**config.mk**
```make
export PLATFORM = sky130hd
export DESIGN_NAME = mem_stage_flat
export DESIGN_NICKNAME = d
export VERILOG_FILES = /design/src/rtl/mem_stage_if.sv /design/src/rtl/mem_stage.sv /design/src/flat_wrapper.sv
export SDC_FILE = /design/constraint.sdc
export NUM_CORES = 1
export LEC_CHECK = 0
export CAP_MARGIN = 20
export CORE_AREA = 2 2 189 191
export CTS_BUF_LIST = sky130_fd_sc_hd__clkbuf_8
export DETAILED_ROUTE_END_ITERATION = 8
export DIE_AREA = 0 0 191 193
export PLACE_DENSITY = 0.72
export SETUP_SLACK_MARGIN = 0.4
export SLEW_MARGIN = 20
export SYNTH_ARGS = -nofsm -noshare
export SYNTH_HDL_FRONTEND = slang
export SYNTH_SLANG_ARGS = --single-unit
```
**constraint.sdc**
```tcl
create_clock -name clk -period 4.3 [get_ports clk]
set_clock_uncertainty 0.05 [all_clocks]
set_input_delay 0.86 -clock clk [delete_from_list [all_inputs] [get_ports clk]]
set_output_delay 0.86 -clock clk [all_outputs]
set_load 0.01 [all_outputs]
```
**src/rtl/mem_stage_if.sv**
```systemverilog
// EX->MEM, data-memory and write-back signal bundle for mem_stage.
// master: the MEM stage view. slave: the surrounding pipeline/memory view.
// MEM_MISALIGN_TRAP_EN adds the o_mem_misaligned flag.
interface mem_stage_if #(
    parameter int unsigned XLEN      = 64,
    parameter int unsigned REGADDR_W = 5
);
    logic                 i_ex_valid;
    logic                 i_ex_is_load;
    logic                 i_ex_is_store;
    logic [2:0]           i_ex_funct3;
    logic [XLEN-1:0]      i_ex_addr;
    logic [XLEN-1:0]      i_ex_result;
    logic [XLEN-1:0]      i_ex_store_data;
    logic [REGADDR_W-1:0] i_ex_rd;
    logic                 i_ex_rd_we;
    logic                 o_mem_ready;

    logic                 o_dmem_req;
    logic                 o_dmem_we;
    logic [XLEN-1:0]      o_dmem_addr;
    logic [XLEN-1:0]      o_dmem_wdata;
    logic [XLEN/8-1:0]    o_dmem_be;
    logic                 i_dmem_gnt;
    logic                 i_dmem_rvalid;
    logic [XLEN-1:0]      i_dmem_rdata;

    logic                 o_wb_valid;
    logic [REGADDR_W-1:0] o_wb_rd;
    logic                 o_wb_we;
    logic [XLEN-1:0]      o_wb_data;
`ifdef MEM_MISALIGN_TRAP_EN
    logic                 o_mem_misaligned;
`endif

    modport master (
        input  i_ex_valid, i_ex_is_load, i_ex_is_store, i_ex_funct3, i_ex_addr,
               i_ex_result, i_ex_store_data, i_ex_rd, i_ex_rd_we,
               i_dmem_gnt, i_dmem_rvalid, i_dmem_rdata,
        output o_mem_ready, o_dmem_req, o_dmem_we, o_dmem_addr, o_dmem_wdata,
               o_dmem_be, o_wb_valid, o_wb_rd, o_wb_we, o_wb_data
`ifdef MEM_MISALIGN_TRAP_EN
        , output o_mem_misaligned
`endif
    );

    modport slave (
        output i_ex_valid, i_ex_is_load, i_ex_is_store, i_ex_funct3, i_ex_addr,
               i_ex_result, i_ex_store_data, i_ex_rd, i_ex_rd_we,
               i_dmem_gnt, i_dmem_rvalid, i_dmem_rdata,
        input  o_mem_ready, o_dmem_req, o_dmem_we, o_dmem_addr, o_dmem_wdata,
               o_dmem_be, o_wb_valid, o_wb_rd, o_wb_we, o_wb_data
`ifdef MEM_MISALIGN_TRAP_EN
        , input o_mem_misaligned
`endif
    );
endinterface

```
**src/rtl/mem_stage.sv**
```systemverilog
// MEM stage of the RV64 pipeline: issues data-memory requests, aligns and
// extends load data, and registers results toward WB.
// MEM_MISALIGN_TRAP_EN: misaligned accesses are trapped (no request, flag
// pulse) instead of having their offset masked to natural alignment.
module mem_stage (
    input  logic        clk,
    input  logic        rst,
    mem_stage_if.master bus
);
    localparam int unsigned XLEN      = 64;
    localparam int unsigned REGADDR_W = 5;
    localparam int unsigned BE_W      = XLEN / 8;
    localparam int unsigned OFF_W     = 3;

    typedef enum logic [1:0] {IDLE, REQ, RSP} state_t;

    state_t               state_q, state_d;
    logic                 accept, acc_mem, acc_issue;
    logic [OFF_W-1:0]     align_mask, acc_off;
    logic [BE_W-1:0]      be_base;

    logic                 op_is_load;
    logic [2:0]           op_funct3;
    logic [OFF_W-1:0]     op_off;
    logic [REGADDR_W-1:0] op_rd;
    logic                 op_rd_we;
    logic                 dmem_we_q;
    logic [XLEN-1:0]      dmem_addr_q, dmem_wdata_q;
    logic [BE_W-1:0]      dmem_be_q;

    logic [XLEN-1:0]      shifted, load_ext;

    logic                 wb_valid_q, wb_we_q;
    logic [REGADDR_W-1:0] wb_rd_q;
    logic [XLEN-1:0]      wb_data_q;
`ifdef MEM_MISALIGN_TRAP_EN
    logic                 acc_misaligned;
    logic                 misaligned_q;
`endif

    // Decode the incoming access: size mask, aligned offset, issue decision.
    always_comb begin
        align_mask = 3'b111;
        be_base    = 8'h01;
        case (bus.i_ex_funct3[1:0])
            2'd0:    begin align_mask = 3'b111; be_base = 8'h01; end
            2'd1:    begin align_mask = 3'b110; be_base = 8'h03; end
            2'd2:    begin align_mask = 3'b100; be_base = 8'h0F; end
            default: begin align_mask = 3'b000; be_base = 8'hFF; end
        endcase
        acc_off = bus.i_ex_addr[2:0] & align_mask;
        accept  = (state_q == IDLE) && bus.i_ex_valid;
        acc_mem = bus.i_ex_is_load || bus.i_ex_is_store;
`ifdef MEM_MISALIGN_TRAP_EN
        acc_misaligned = |(bus.i_ex_addr[2:0] & ~align_mask);
        acc_issue      = accept && acc_mem && !acc_misaligned;
`else
        acc_issue      = accept && acc_mem;
`endif
    end

    // State register.
    always_ff @(posedge clk) begin
        if (rst) state_q <= IDLE;
        else     state_q <= state_d;
    end

    // Next-state logic; a load wins when both load and store are flagged.
    always_comb begin
        state_d = state_q;
        case (state_q)
            IDLE:    if (acc_issue)          state_d = REQ;
            REQ:     if (bus.i_dmem_gnt)     state_d = op_is_load ? RSP : IDLE;
            RSP:     if (bus.i_dmem_rvalid)  state_d = IDLE;
            default:                         state_d = IDLE;
        endcase
    end

    // Op register: latch the instruction and precompute the memory request.
    always_ff @(posedge clk) begin
        if (rst) begin
            op_is_load   <= 1'b0;
            op_funct3    <= 3'd0;
            op_off       <= '0;
            op_rd        <= '0;
            op_rd_we     <= 1'b0;
            dmem_we_q    <= 1'b0;
            dmem_addr_q  <= '0;
            dmem_wdata_q <= '0;
            dmem_be_q    <= '0;
        end else if (accept) begin
            op_is_load   <= bus.i_ex_is_load;
            op_funct3    <= bus.i_ex_funct3;
            op_off       <= acc_off;
            op_rd        <= bus.i_ex_rd;
            op_rd_we     <= bus.i_ex_rd_we;
            dmem_we_q    <= bus.i_ex_is_store && !bus.i_ex_is_load;
            dmem_addr_q  <= {bus.i_ex_addr[XLEN-1:3], 3'b000};
            dmem_wdata_q <= bus.i_ex_store_data << {acc_off, 3'b000};
            dmem_be_q    <= BE_W'(be_base << acc_off);
        end
    end

    // Load alignment and sign/zero extension.
    always_comb begin
        shifted = bus.i_dmem_rdata >> {op_off, 3'b000};
        case (op_funct3)
            3'b000:  load_ext = {{56{shifted[7]}},  shifted[7:0]};
            3'b001:  load_ext = {{48{shifted[15]}}, shifted[15:0]};
            3'b010:  load_ext = {{32{shifted[31]}}, shifted[31:0]};
            3'b100:  load_ext = {56'd0, shifted[7:0]};
            3'b101:  load_ext = {48'd0, shifted[15:0]};
            3'b110:  load_ext = {32'd0, shifted[31:0]};
            default: load_ext = shifted;
        endcase
    end

    // Write-back register: one-cycle valid pulse, payload holds otherwise.
    always_ff @(posedge clk) begin
        if (rst) begin
            wb_valid_q   <= 1'b0;
            wb_we_q      <= 1'b0;
            wb_rd_q      <= '0;
            wb_data_q    <= '0;
`ifdef MEM_MISALIGN_TRAP_EN
            misaligned_q <= 1'b0;
`endif
        end else begin
            wb_valid_q   <= 1'b0;
`ifdef MEM_MISALIGN_TRAP_EN
            misaligned_q <= 1'b0;
`endif
            case (state_q)
                IDLE: begin
                    if (accept && !acc_mem) begin
                        wb_valid_q <= 1'b1;
                        wb_we_q    <= bus.i_ex_rd_we;
                        wb_rd_q    <= bus.i_ex_rd;
                        wb_data_q  <= bus.i_ex_result;
                    end
`ifdef MEM_MISALIGN_TRAP_EN
                    else if (accept && acc_misaligned) begin
                        wb_valid_q   <= 1'b1;
                        wb_we_q      <= 1'b0;
                        wb_rd_q      <= bus.i_ex_rd;
                        misaligned_q <= 1'b1;
                    end
`endif
                end
                REQ: begin
                    if (bus.i_dmem_gnt && !op_is_load) begin
                        wb_valid_q <= 1'b1;
                        wb_we_q    <= 1'b0;
                        wb_rd_q    <= op_rd;
                    end
                end
                RSP: begin
                    if (bus.i_dmem_rvalid) begin
                        wb_valid_q <= 1'b1;
                        wb_we_q    <= op_rd_we;
                        wb_rd_q    <= op_rd;
                        wb_data_q  <= load_ext;
                    end
                end
                default: ;
            endcase
        end
    end

    // Output drive.
    assign bus.o_mem_ready  = (state_q == IDLE);
    assign bus.o_dmem_req   = (state_q == REQ);
    assign bus.o_dmem_we    = dmem_we_q;
    assign bus.o_dmem_addr  = dmem_addr_q;
    assign bus.o_dmem_wdata = dmem_wdata_q;
    assign bus.o_dmem_be    = dmem_be_q;
    assign bus.o_wb_valid   = wb_valid_q;
    assign bus.o_wb_we      = wb_we_q;
    assign bus.o_wb_rd      = wb_rd_q;
    assign bus.o_wb_data    = wb_data_q;
`ifdef MEM_MISALIGN_TRAP_EN
    assign bus.o_mem_misaligned = misaligned_q;
`endif
endmodule

```
**src/flat_wrapper.sv**
```systemverilog
// flat-port wrapper written by rule: the top's interface ports become plain ports
module mem_stage_flat 
  (clk, rst, bus_i_ex_valid, bus_i_ex_is_load, bus_i_ex_is_store, bus_i_ex_funct3, bus_i_ex_addr, bus_i_ex_result, bus_i_ex_store_data, bus_i_ex_rd, bus_i_ex_rd_we, bus_i_dmem_gnt, bus_i_dmem_rvalid, bus_i_dmem_rdata, bus_o_mem_ready, bus_o_dmem_req, bus_o_dmem_we, bus_o_dmem_addr, bus_o_dmem_wdata, bus_o_dmem_be, bus_o_wb_valid, bus_o_wb_rd, bus_o_wb_we, bus_o_wb_data);
  mem_stage_if bus_i ();
  input  logic clk;
  input  logic rst;
  input wire logic [$bits(bus_i.i_ex_valid)-1:0] bus_i_ex_valid;
  input wire logic [$bits(bus_i.i_ex_is_load)-1:0] bus_i_ex_is_load;
  input wire logic [$bits(bus_i.i_ex_is_store)-1:0] bus_i_ex_is_store;
  input wire logic [$bits(bus_i.i_ex_funct3)-1:0] bus_i_ex_funct3;
  input wire logic [$bits(bus_i.i_ex_addr)-1:0] bus_i_ex_addr;
  input wire logic [$bits(bus_i.i_ex_result)-1:0] bus_i_ex_result;
  input wire logic [$bits(bus_i.i_ex_store_data)-1:0] bus_i_ex_store_data;
  input wire logic [$bits(bus_i.i_ex_rd)-1:0] bus_i_ex_rd;
  input wire logic [$bits(bus_i.i_ex_rd_we)-1:0] bus_i_ex_rd_we;
  input wire logic [$bits(bus_i.i_dmem_gnt)-1:0] bus_i_dmem_gnt;
  input wire logic [$bits(bus_i.i_dmem_rvalid)-1:0] bus_i_dmem_rvalid;
  input wire logic [$bits(bus_i.i_dmem_rdata)-1:0] bus_i_dmem_rdata;
  output wire logic [$bits(bus_i.o_mem_ready)-1:0] bus_o_mem_ready;
  output wire logic [$bits(bus_i.o_dmem_req)-1:0] bus_o_dmem_req;
  output wire logic [$bits(bus_i.o_dmem_we)-1:0] bus_o_dmem_we;
  output wire logic [$bits(bus_i.o_dmem_addr)-1:0] bus_o_dmem_addr;
  output wire logic [$bits(bus_i.o_dmem_wdata)-1:0] bus_o_dmem_wdata;
  output wire logic [$bits(bus_i.o_dmem_be)-1:0] bus_o_dmem_be;
  output wire logic [$bits(bus_i.o_wb_valid)-1:0] bus_o_wb_valid;
  output wire logic [$bits(bus_i.o_wb_rd)-1:0] bus_o_wb_rd;
  output wire logic [$bits(bus_i.o_wb_we)-1:0] bus_o_wb_we;
  output wire logic [$bits(bus_i.o_wb_data)-1:0] bus_o_wb_data;
  assign bus_i.i_ex_valid = bus_i_ex_valid;
  assign bus_i.i_ex_is_load = bus_i_ex_is_load;
  assign bus_i.i_ex_is_store = bus_i_ex_is_store;
  assign bus_i.i_ex_funct3 = bus_i_ex_funct3;
  assign bus_i.i_ex_addr = bus_i_ex_addr;
  assign bus_i.i_ex_result = bus_i_ex_result;
  assign bus_i.i_ex_store_data = bus_i_ex_store_data;
  assign bus_i.i_ex_rd = bus_i_ex_rd;
  assign bus_i.i_ex_rd_we = bus_i_ex_rd_we;
  assign bus_i.i_dmem_gnt = bus_i_dmem_gnt;
  assign bus_i.i_dmem_rvalid = bus_i_dmem_rvalid;
  assign bus_i.i_dmem_rdata = bus_i_dmem_rdata;
  assign bus_o_mem_ready = bus_i.o_mem_ready;
  assign bus_o_dmem_req = bus_i.o_dmem_req;
  assign bus_o_dmem_we = bus_i.o_dmem_we;
  assign bus_o_dmem_addr = bus_i.o_dmem_addr;
  assign bus_o_dmem_wdata = bus_i.o_dmem_wdata;
  assign bus_o_dmem_be = bus_i.o_dmem_be;
  assign bus_o_wb_valid = bus_i.o_wb_valid;
  assign bus_o_wb_rd = bus_i.o_wb_rd;
  assign bus_o_wb_we = bus_i.o_wb_we;
  assign bus_o_wb_data = bus_i.o_wb_data;
  mem_stage u_core (.clk(clk), .rst(rst), .bus(bus_i));
endmodule
```
==> run_results.csv, run 1 <==
group,metric,value,unit
sta,finalSetupViolCount,0,
route,drt_iter0_drc,905,
route,drc_errors,0,
logic_synthesis,synth_ff_type,"dfxtp_1",
floorplanning,die_x,191,um
clocking,cts_buffer_depth,3,
worst_hold_path,hp-start,"u_core.bus.o_dmem_wdata[57]",
logic_synthesis,syn_area_per_cell,8.378,um^2
layout,fin_nets,2079,
run_status,status,"finished, final reports clean",
setup_path,crit_fanout,21,
clocking,tritoncts,"done",
route,wire_per_inst,22.17,um
logic_synthesis,ys_ff_latch,220,
floorplanning,chipHeight,193,um
placed_design,dp.cells,2219,
placed_design,hpwl,38.20,mm
layout,regArea,0.004409,mm^2
route,wirelength,50.94,mm
logic_synthesis,synthSimpleGateAreaFrac,0.1742,
sta,fin_crit_sh,0.6737,
setup_path,r2r_slack,1400,ps
clocking,post_cts_buffers,0,
grt,grt_pass1_vias,12354,
sta,maxSlewHeadroom,0.3791,
logic_synthesis,muxShareOfSynthArea,0.1686,
grt,antenna_found_initial,2,
clocking,cts-buffers-inserted,42,
worst_hold_path,whs_path_depth,2,
worst_hold_path,hold_path_class,"register to register",
setup_path,reg2reg_from,"u_core.op_off[2]",
worst_hold_path,min_to,"u_core.bus.o_dmem_wdata[57]",
logic_synthesis,synthAdderAreaFrac,0.005403,
floorplanning,placementRows,69,
setup_path,crit_path_end_kind,"register",
route,vias,12557,
floorplanning,dieArea,0.03686,mm^2
grt,track_usage,0.2627,
sta,fmax,0.3452,GHz
sta,slew_violations,0,
logic_synthesis,synthTopCellsByCount,"dfxtp_1 (220), nand2_1 (215), mux2i_1 (150)",
logic_synthesis,synthXorXnorAreaFrac,0,
layout,multi_input_area,0.006650,mm^2
clocking,cts-htree-levels,2,
clocking,root_buffer,"clkbuf_8",
setup_path,rr_worst_depth,7,
floorplanning,pin_count,482,
logic_synthesis,syn-cell-area,0.01158,mm^2
placed_design,portBuffers,478,
logic_synthesis,yosysMostFrequentCell,"dfxtp_1",
grt,grt_first_pass_wirelength,74.12,mm
power_and_ir_drop,vdd_ir_drop_max,0.3243,mV
power_and_ir_drop,p_leak,6.391,nW
route,antenna_left,0,
grt,grt_max_degree,120,
clocking,clk_pin_slew,70,ps
clocking,clk_latency,590,ps
clocking,clock_sinks,220,
layout,final_util,0.5043,
route,dr.pass1.iters,5,
layout,areaGrowthSynthToFinish,52.28,%
layout,stdcell_count,2297,
route,viasPerCell,5.467,
logic_synthesis,synth_top_family_by_area,"compound AO/OA/AOI/OAI gates",
logic_synthesis,async_flop_share,0,
run,maxCapViolCount,0,
power_and_ir_drop,power.total,6.536,mW
sta,worst_pin_slew,931.3,ps
setup_path,path_class,"register to register",
floorplanning,coreArea,0.03496,mm^2
logic_synthesis,synth_top_area_cell,"dfxtp_1",
power_and_ir_drop,p_per_area,370.7,mW/mm^2
sta,fin_setup_tns,0,ps
layout,drive_gt1_frac,0.07575,
sta,hold_viol,0,
setup_path,crit_path_start_kind,"register",
logic_synthesis,yosys.area.top_type_share,0.3804,
floorplanning,start_util,0.3312,
placed_design,pre_cts_slack,886.0,ps
logic_synthesis,ys_top_cells_by_area,"dfxtp_1 (38%), mux2i_1 (13%), nand2_1 (7.0%), a21oi_1 (5.3%), nor2_1 (4.4%)",
setup_path,reg2reg_to,"u_core.bus.o_wb_data[44]",
clocking,cts_hold_buf,0,
sta,min_period,2897,ps
placed_design,place.gp.congestion,0.9347,
logic_synthesis,ys_types,57,
grt,overflow,0,
sta,rsz0062_at_grt,"no",
layout,n_fill_cell,3303,
setup_path,cp.required,4720,ps
clocking,cts_resized,0,
logic_synthesis,synth_compound_area_frac,0.2223,
setup_path,cp_data_arrival_time,3320,ps
logic_synthesis,ys_warn_count,0,
logic_synthesis,synth_edf_count,0,
logic_synthesis,postSynthCellCount,1382,
logic_synthesis,ys_seq_area_frac,0.3804,
sta,worst_slack,1403,ps
-- metrics by stage --
step | area, um^2 | hold slack, ps
after floorplan | 11590 | 386.0
after global placement | 16720 | 389.5
after detailed placement | 16720 | 395.6
after CTS | 17630 | 403.4
after global routing | 17630 | 420.4
final | 17630 | 401.9
-- flip-flops by register name (all words and copies together) (netlist names), 2 cells and up --
name	flops
u_core.bus.o_dmem_wdata	64
u_core.bus.o_dmem_addr	61
u_core.bus.o_wb_rd	5
u_core.op_rd	5
u_core.state_q	2
u_core.op_funct3	3
u_core.bus.o_wb_data	64
u_core.op_off	3
u_core.bus.o_dmem_be	8
-- worst max-delay path: stages (launching register included) --
cell and delay, ps:
dfxtp_1 680, buf_4 370, nor2_1 240, a22o_1 340, a211oi_1 440, nor3_2 70
buf_4 230, o311ai_0 340
-- metal layers --
metal / wire [um] / GRT usage
met1: 19330 / 0.3000
met2: 24700 / 0.4574
met3: 4748 / 0.06824
met4: 2140 / 0.1267
met5: 13 / 0
-- layout make-up --
type / instances / share of cell area
Clock inverter: 22 / 0.008657
Timing Repair Buffer: 507 / 0.2866
Multi-Input combinational cell: 1023 / 0.3772
Clock buffer: 55 / 0.04293
Sequential cell: 220 / 0.2501
Tap cell: 461 / 0.03271
Inverter: 8 / 0.001703
Antenna cell: 1 / 0.0001419
-- layout by cell type (no fill, tap or decap), drive strengths merged, types with 8 or more instances in the layout --
cell type | netlist | routed
a222oi | 8 | 8
o2bb2ai | 15 | 15
clkbuf | 106 | 55
o21ai | 43 | 43
and2 | 11 | 11
mux4 | 16 | 16
nand2b | 10 | 10
o211ai | 9 | 9
nand3 | 13 | 13
nand2 | 215 | 215
o22ai | 23 | 23
mux2 | 8 | 8
clkdlybuf4s50 | 0 | 477
buf | 27 | 30
a211oi | 22 | 22
a2bb2oi | 10 | 10
mux2i | 150 | 150
a221oi | 8 | 8
a22oi | 45 | 45
or3 | 33 | 33
inv | 8 | 22
nor3 | 15 | 15
a311oi | 22 | 22
nor2 | 136 | 136
a22o | 9 | 9
dfxtp | 220 | 220
a21oi | 123 | 123
-- report_power, final --
part	leakage (nW)	switching, mW	internal (mW)
clock network	0.519	0.969	1.27
logic	4.07	0.965	0.935
registers	1.81	0.144	2.25
total	6.39	2.08	4.46
-- cells by family (layout without fill, tap and decap cells) --
group / Yosys count / count (layout)
AOI/OAI and AO/OA: 378 / 378
other: 1 / 4
buffers and inverters: 141 / 592
muxes: 174 / 174
adders and majority gates: 5 / 5
DFF: 220 / 220
and+or+nand+nor: 463 / 463
-- worst max-delay path by stage --
stage / start / end / slack (ps) / depth (start not counted)
after global routing: u_core.op_off[2] / u_core.bus.o_wb_data[44] / 1230 / 7
after detailed placement: bus_i_ex_funct3[0] / u_core.bus.o_dmem_wdata[57] / 890 / 5
after CTS: u_core.state_q[1] / bus_o_mem_ready / 1340 / 3
after floorplan: bus_i_ex_funct3[1] / u_core.bus.o_dmem_wdata[54] / 1590 / 9
after global placement: bus_i_ex_funct3[0] / u_core.bus.o_dmem_wdata[57] / 880 / 5
final: u_core.op_off[2] / u_core.bus.o_wb_data[44] / 1400 / 7
Power figures use the tool's default switching activity.
==> run 2: changes to the inputs <==
clock period = 2.9 ns   (was 4.3 ns; I/O delays follow)
==> run 2 against run 1 <==
Against the previous run: clock-buffer cell count down 2; largest power group unchanged; register-to-register slack worse by 910 ps; flip-flop and latch count unchanged; largest cell class unchanged; hold slack got worse by 98 ps; sequential power rose by 47%.
==> run_results.csv, run 2 (synthesis gave the netlist of run 1 again) <==
group,metric,value,unit
run_status,status,"finished, final reports clean",
floorplanning,placementRows,69,
clocking,clk_latency,600,ps
route,drt_iter0_drc,1036,
floorplanning,coreArea,0.03496,mm^2
sta,fin_crit_sh,0.8304,
floorplanning,die_x,191,um
sta,fmax,0.4153,GHz
grt,overflow,0,
clocking,root_buffer,"clkbuf_8",
clocking,cts-htree-levels,2,
grt,track_usage,0.2659,
floorplanning,dieArea,0.03686,mm^2
grt,grt_first_pass_wirelength,74.41,mm
grt,grt_pass1_vias,12247,
setup_path,r2r_slack,490,ps
clocking,cts-buffers-inserted,42,
sta,rsz0062_at_grt,"no",
power_and_ir_drop,vdd_ir_drop_max,0.4331,mV
placed_design,place_area,0.01716,mm^2
worst_hold_path,hold_path_class,"input pin to register",
layout,stdcell_area,0.01805,mm^2
route,vias,12621,
sta,worst_pin_slew,867.0,ps
setup_path,cp.required,3320,ps
clocking,post_cts_buffers,0,
setup_path,cpPeakStageDelay,650,ps
route,drc_errors,0,
layout,drive_gt1_frac,0.09503,
setup_path,reg2reg_from,"u_core.op_off[2]",
setup_path,crit_chain,"nor2b_1, a22o_1, o41a_1, a2111oi_0",
clocking,clock_sinks,220,
setup_path,rr_worst_depth,4,
layout,areaGrowthSynthToFinish,55.92,%
floorplanning,pin_count,482,
route,dr.pass1.iters,7,
sta,slew_violations,0,
sta,hold_slack,304.3,ps
sta,finalSetupViolCount,0,
run,maxCapViolCount,0,
setup_path,crit_path_start_kind,"register",
setup_path,crit_fanout,10,
clocking,cts_resized,3,
placed_design,dp.cells,2262,
layout,stdcell_count,2334,
layout,fin_nets,2122,
grt,grt_max_degree,118,
setup_path,reg2reg_to,"u_core.bus.o_wb_data[9]",
route,wire_per_inst,22.11,um
clocking,cts_buffer_depth,3,
clocking,clk_pin_slew,60,ps
clocking,tritoncts,"done",
floorplanning,chipHeight,193,um
sta,min_period,2408,ps
placed_design,pre_cts_slack,-11.36,ps
sta,fin_setup_tns,0,ps
sta,hold_viol,0,
route,antenna_left,0,
sta,maxSlewHeadroom,0.4199,
setup_path,cpMaxStageDelayCell,"o41a_1",
setup_path,setup.worst_path.end,"u_core.bus.o_wb_data[9]",
floorplanning,start_util,0.3312,
clocking,cts_hold_buf,0,
route,wirelength,51.62,mm
grt,antenna_found_initial,2,
route,viasPerCell,5.407,
power_and_ir_drop,p_leak,6.635,nW
placed_design,portBuffers,478,
layout,most-common-layout-cells,"clkdlybuf4s50_1 (475), dfxtp_1 (218), nand2_1 (214)",
sta,worst_slack,491.8,ps
setup_path,path_class,"register to register",
setup_path,cp_data_arrival_time,2830,ps
layout,layout_commonest_cell,"clkdlybuf4s50_1",
placed_design,place.gp.congestion,0.9729,
setup_path,crit_path_end_kind,"register",
placed_design,hpwl,38.74,mm
power_and_ir_drop,p_per_area,544.2,mW/mm^2
layout,diodes,0,
setup_path,crit_start,"u_core.op_off[2]",
-- run 2: cell count changes in the layout (fill, tap and decap cells not counted), sizes merged --
cell,delta
clkinv,-4
dlygate4sd2,+2
clkdlybuf4s50,-2
buf,+43
bufinv,+1
inv,+1
clkbuf,-2
clkinvlp,-1
diode,-1
-- run 2: metrics by stage --
step | power, mW | util
6_report | 9.825 | 0.5163
5_1_grt | 10.25 | 0.5163
4_1_cts | 9.897 | 0.5162
3_5_place_dp | 6.515 | 0.4906
3_3_place_gp | 6.484 | 0.4906
2_1_floorplan | 4.900 | -
-- run 2: layer usage --
metal | vias up | routed length [um] | track usage
met4 | 4 | 2062 | 0.1231
li1 | 5954 | - | -
met3 | 113 | 5015 | 0.07439
met2 | 653 | 25420 | 0.4685
met1 | 5897 | 19090 | 0.2976
met5 | - | 28 | 0
-- run 2: critical path, delay by kind of cell, from the launching register on --
| family | cells | cell delay (ps) |
|---|---|---|
| AND/OR/NAND/NOR | 1 | 150 |
| AO/OA/AOI/OAI | 3 | 1480 |
| flip-flops | 1 | 590 |
-- run 2: worst min-delay path by stage --
stage	startpoint	cells after the start	endpoint
3_5_place_dp	u_core.bus.o_dmem_addr[58]	2	u_core.bus.o_dmem_addr[58]
5_1_grt	rst	2	u_core.bus.o_wb_data[34]
6_report	rst	2	u_core.bus.o_wb_data[33]
2_1_floorplan	u_core.op_rd[0]	2	u_core.op_rd[0]
4_1_cts	rst	2	u_core.bus.o_wb_data[34]
3_3_place_gp	u_core.bus.o_dmem_addr[49]	2	u_core.bus.o_dmem_addr[49]
-- run 2: layout make-up --
cell class,instances,area (um^2)
clock buffers,53,729.5
clock inverters,19,163.9
fillers,3256,16910
inverters,8,30.03
multi-input cells,1023,6654
flip-flops and latches,220,4409
well taps,461,576.8
repair buffers,550,5490
-- run 2: power breakdown --
part	switching, mW	total, mW	internal (mW)
clock	1.44	3.35	1.91
combinational	1.48	2.94	1.47
sequential	0.195	3.53	3.34
total	3.11	9.83	6.71
